<file path="config.mk">
export PLATFORM = sky130hd
export DESIGN_NAME = pulse_width_meter
export DESIGN_NICKNAME = d
export VERILOG_FILES = /design/src/rtl/pulse_pkg.sv /design/src/rtl/sync_2ff.sv /design/src/rtl/pulse_width_meter.sv
export SDC_FILE = /design/constraint.sdc
export NUM_CORES = 1
export LEC_CHECK = 0
export ABC_CLOCK_PERIOD_IN_PS = 3400
export CORE_UTILIZATION = 35
export DETAILED_ROUTE_END_ITERATION = 8
export MAX_ROUTING_LAYER = met4
export PLACE_DENSITY = 0.62
export SETUP_SLACK_MARGIN = 0.1
export SLEW_MARGIN = 5
export SYNTH_ARGS = -nofsm -noshare
export SYNTH_HDL_FRONTEND = slang
export SYNTH_SLANG_ARGS = --single-unit
</file>
<file path="constraint.sdc">
create_clock -name clk -period 3.4 [get_ports clk]
set_input_delay 0.51 -clock clk [delete_from_list [all_inputs] [get_ports clk]]
set_output_delay 0.51 -clock clk [all_outputs]
set_load 0.02 [all_outputs]
</file>
<file path="src/rtl/pulse_pkg.sv">
// Shared types and constants for the pulse width meter and its synchronizer.
// Optional build macro used by this block: PW_GLITCH_FILTER_EN.
package pulse_pkg;

    typedef enum logic [1:0] {
        IDLE    = 2'd0,
        ARMED   = 2'd1,
        MEASURE = 2'd2
    } pw_state_e;

    localparam int unsigned SYNC_STAGES = 2;

    // Number of bits needed to hold a saturating count of 0..max_width.
    function automatic int unsigned width_bits(input int unsigned max_width);
        return $clog2(max_width + 1);
    endfunction

endpackage

</file>
<file path="src/rtl/sync_2ff.sv">
// Two-flop synchronizer for a single asynchronous bit; flops clear to 0 on reset.
module sync_2ff (
    input  logic clk,
    input  logic rst_n,
    input  logic d,
    output logic q
);

    logic s1_q, s1_d;
    logic s2_q, s2_d;

    always_comb begin
        s1_d = d;
        s2_d = s1_q;
    end

    always_ff @(posedge clk) begin
        if (!rst_n) begin
            s1_q <= 1'b0;
            s2_q <= 1'b0;
        end else begin
            s1_q <= s1_d;
            s2_q <= s2_d;
        end
    end

    assign q = s2_q;

endmodule

</file>
<file path="src/rtl/pulse_width_meter.sv">
// Measures the width of each high pulse on pulse_in in clk cycles, with saturation.
// Build macro PW_GLITCH_FILTER_EN drops pulses shorter than MIN_WIDTH.
module pulse_width_meter
    import pulse_pkg::*;
#(
    parameter int unsigned MAX_WIDTH = 1000,
    parameter int unsigned MIN_WIDTH = 3,
    localparam int unsigned WB = width_bits(MAX_WIDTH)
) (
    input  logic          clk,
    input  logic          rst_n,
    input  logic          pulse_in,
    input  logic          clear,
    output logic [WB-1:0] width,
    output logic          valid,
    output logic          overflow,
    output logic          busy
);

    localparam int unsigned FW = $clog2(SYNC_STAGES + 1);

`ifdef PW_GLITCH_FILTER_EN
    localparam logic [WB-1:0] REPORT_MIN = WB'(MIN_WIDTH);
`else
    localparam logic [WB-1:0] REPORT_MIN = WB'(1);
`endif

    generate
        if (MAX_WIDTH < 2 || MIN_WIDTH < 1 || MIN_WIDTH > MAX_WIDTH) begin : g_bad_params
            $error("pulse_width_meter: need MAX_WIDTH >= 2 and 1 <= MIN_WIDTH <= MAX_WIDTH");
        end
    endgenerate

    logic s2;

    sync_2ff u_sync (
        .clk   (clk),
        .rst_n (rst_n),
        .d     (pulse_in),
        .q     (s2)
    );

    pw_state_e     state_q, state_d;
    logic [WB-1:0] count_q, count_d;
    logic          ovf_q, ovf_d;
    logic [WB-1:0] width_q, width_d;
    logic          overflow_q, overflow_d;
    logic          valid_q, valid_d;
    logic          busy_q, busy_d;
    logic [FW-1:0] fill_q, fill_d;
    logic          sync_ok;

    // s2 only reflects pulse_in once the synchronizer has been refilled after
    // reset; until then IDLE must not treat its reset zero as a real low level.
    always_comb begin
        sync_ok = (fill_q == FW'(SYNC_STAGES));
        fill_d  = sync_ok ? fill_q : fill_q + FW'(1);
    end

    always_comb begin
        state_d    = state_q;
        count_d    = count_q;
        ovf_d      = ovf_q;
        width_d    = width_q;
        overflow_d = overflow_q;
        valid_d    = 1'b0;

        unique case (state_q)
            IDLE: begin
                if (sync_ok && !s2) begin
                    state_d = ARMED;
                end
            end
            ARMED: begin
                if (s2) begin
                    count_d = WB'(1);
                    ovf_d   = 1'b0;
                    state_d = MEASURE;
                end
            end
            MEASURE: begin
                if (s2) begin
                    if (count_q < WB'(MAX_WIDTH)) begin
                        count_d = count_q + WB'(1);
                    end else begin
                        ovf_d = 1'b1;
                    end
                end else begin
                    if (count_q >= REPORT_MIN) begin
                        width_d    = count_q;
                        overflow_d = ovf_q;
                        valid_d    = 1'b1;
                    end
                    count_d = '0;
                    ovf_d   = 1'b0;
                    state_d = ARMED;
                end
            end
            default: begin
                state_d = IDLE;
            end
        endcase

        busy_d = (state_d == MEASURE);
    end

    always_ff @(posedge clk) begin
        if (!rst_n) begin
            fill_q <= '0;
        end else begin
            fill_q <= fill_d;
        end

        if (!rst_n || clear) begin
            state_q    <= IDLE;
            count_q    <= '0;
            ovf_q      <= 1'b0;
            width_q    <= '0;
            overflow_q <= 1'b0;
            valid_q    <= 1'b0;
            busy_q     <= 1'b0;
        end else begin
            state_q    <= state_d;
            count_q    <= count_d;
            ovf_q      <= ovf_d;
            width_q    <= width_d;
            overflow_q <= overflow_d;
            valid_q    <= valid_d;
            busy_q     <= busy_d;
        end
    end

    assign width    = width_q;
    assign valid    = valid_q;
    assign overflow = overflow_q;
    assign busy     = busy_q;

endmodule

</file>
==> results.json <==
{
  "power.leakage_uw": 0.000566,
  "async_flop_share_pct": 0,
  "fin_util_pct": 43.2,
  "pin_count": 17,
  "start_util_pct": 36.8,
  "grt_max_degree": 20,
  "cts.path.max_buffers": 2,
  "max_freq_ghz": 0.472,
  "cp_cell_sequence": "inv_1 > ha_1 > nand2b_1 > a31oi_2 > mux2i_1 > nor2_1",
  "dieArea_mm2": 0.00453,
  "power_density_mw_per_mm2": 430,
  "clockRootBuffer": "clkbuf_8",
  "postSynthAreaPerCell_um2": 8.94,
  "endpoint_kind": "flop",
  "pwr-share-seq_pct": 49.7,
  "diodes": 0,
  "p_switching_uw": 185,
  "viasPerCell": 5.33,
  "worstMarginPinSlew_ns": 0.776,
  "finalHoldViolations": 0,
  "first_pass_iters": 4,
  "synthFlopType": "dfxtp_1",
  "critPathKind": "flop to flop",
  "period_share_pct": 62.3,
  "p_comb_share_pct": 11.1,
  "num-nets-final": 194,
  "drive_gt1_share_pct": 8.20,
  "cts_sinks": 30,
  "ys_seq_area_share_pct": 40.2,
  "yosysTopAreaCellShare_pct": 40.2,
  "synthToLayoutAreaGrowth_pct": 17.5,
  "setup_tns_ns": 0,
  "vias": 1241,
  "drv_slew": 0,
  "grt-ovfl-total": 0,
  "cts_resized": 0,
  "clock_power_share_pct": 39.2,
  "path_max_fanout": 19,
  "grt_usage_pct": 16.7,
  "min-delay-path-class": "flop to flop",
  "synth_area_mm2": 0.00149,
  "max-vdd-ir-drop_v": 0.000250,
  "final_cell_area_mm2": 0.00175,
  "wl_um": 3080,
  "startpoint_type": "flop",
  "cts_hold_buf": 0,
  "synth_edf_count": 0,
  "critPathTopFamily": "compound AO/OA/AOI/OAI gates",
  "wl_per_cell_um": 13.2,
  "crit_path_max_incr_delay_ns": 0.65,
  "chipHeight_um": 67.3,
  "htreeDepth": 2,
  "fin_crit_ns": 2.12,
  "antenna_found_initial": 0,
  "gp_congestion": 0.763,
  "portBuffers": 16,
  "yosysTopAreaCell": "dfxtp_1",
  "ys_top_cells_by_count": "dfxtp_1 (30), o21ai_0 (16), nand2_1 (14)",
  "power_switching_share_pct": 24.5,
  "placed_cells": 225,
  "synth_cells": 167,
  "postSynthRegisterBits": 30,
  "rows": 23,
  "intPower_uw": 569,
  "post-cts-setup-buffer-count": 0,
  "grt_pass1_wl_um": 5350,
  "fin_cells": 233,
  "coreArea_mm2": 0.00406,
  "yosysUniqueCellTypes": 40,
  "cts-buffers-inserted": 5,
  "cap_violations": 0,
  "slew_headroom_pct": 48.1,
  "critical_path_buf_inv_count": 1,
  "synth.net_count": 179,
  "cts.clk_slew.worst_paths_ns": 0.06,
  "post_dp_cell_area_mm2": 0.00166,
  "drc": 0,
  "rsz0062_at_grt": "false",
  "grt_pass1_vias": 1198,
  "slowest_stage": "a31oi_2",
  "drtIter0Drc": 63,
  "yosysMostFrequentCell": "dfxtp_1",
  "clock_latency_ns": 0.28,
  "crit_required_ns": 3.56,
  "tritoncts": "done",
  "drt.antenna.violating_nets": 0,
  "synth_area_leaders": "dfxtp_1 (40%), ha_1 (6.7%), o21ai_0 (5.4%)",
  "yosysWarnings": 0,
  "dp_hpwl_um": 2200,
  "status": "completed",
  "arrival_ns": 2.28,
  "clock_skew_ns": 0.00409,
  "finalSetupViolCount": 0,
  "die_w_um": 67.3
}
## worst paths after layout
| kind | from | end | slack (ns) | depth (start not counted) |
|---|---|---|---|---|
| min reg2reg | u_sync.s1_q | u_sync.q | 0.45 | 1 |
| max | state_q[0] | width[1] | 1.28 | 6 |
| min | u_sync.s1_q | u_sync.q | 0.45 | 1 |
| max reg2reg | state_q[0] | width[1] | 1.28 | 6 |
## power groups by stage
stage / logic [uW] / registers, uW / clock network (uW)
final: 84.0 / 375 / 295
after global placement: 80.7 / 381 / 0
after detailed placement: 85.0 / 382 / 0
after CTS: 85.7 / 374 / 302
after floorplan: 70.9 / 379 / 0
after global routing: 96.6 / 376 / 324
## area by class of cell
cell class / count / area (um2)
Clock buffer: 7 / 86.3
Clock inverter: 1 / 5.00
Fill cell: 402 / 2300
Inverter: 8 / 30.0
Multi-Input combinational cell: 120 / 802
Sequential cell: 30 / 601
Tap cell: 50 / 62.6
Timing Repair Buffer: 17 / 168
## cells by family (layout without fill, tap and decap cells)
| kind of cell | count (synthesis) | in the layout | synth area share [%] |
|---|---|---|---|
| adder cells (fa/ha/maj) | 8 | 8 | 6.71 |
| flip-flops | 30 | 30 | 40.2 |
| AND/OR/NAND/NOR | 67 | 67 | 25.0 |
| AO/OA/AOI/OAI | 40 | 40 | 17.6 |
| buffers and inverters | 17 | 33 | 6.03 |
| multiplexers | 4 | 4 | 3.86 |
| XOR/XNOR | 1 | 1 | 0.587 |
## cells in the final DEF, fill, tap and decap left out, types with 4 or more instances in the layout
cell type / instances
dfxtp_1: 30
o21ai_0: 16
clkdlybuf4s50_1: 16
nand2_1: 14
nand3_1: 12
inv_1: 8
nor2_1: 8
a21oi_1: 8
ha_1: 8
clkbuf_8: 6
and2_1: 5
or4_1: 5
o31ai_1: 5
or3_1: 4
## flip-flops by register name, indices dropped and copies added (netlist names)
name	cells
count_q	10
width	10
fill_q	2
state_q	2
busy	1
overflow	1
ovf_q	1
u_sync.q	1
u_sync.s1_q	1
valid	1
## metrics by stage
stage,hold WS (ns),total power [uW],setup slack [ns]
global placement,0.422,461,1.27
floorplan,0.412,450,1.68
detailed placement,0.433,467,1.23
finish,0.449,754,1.28
CTS,0.448,762,1.29
global route,0.481,796,1.10
## metal layers
layer,vias to the layer above,share of wire [%],global-route usage (%)
met5,-,0,-
met4,0,2.8,9.57
met2,26,50,27.5
met3,9,3.4,4.05
li1,624,-,-
met1,582,44,18.3
Power figures use the tool's default switching activity.
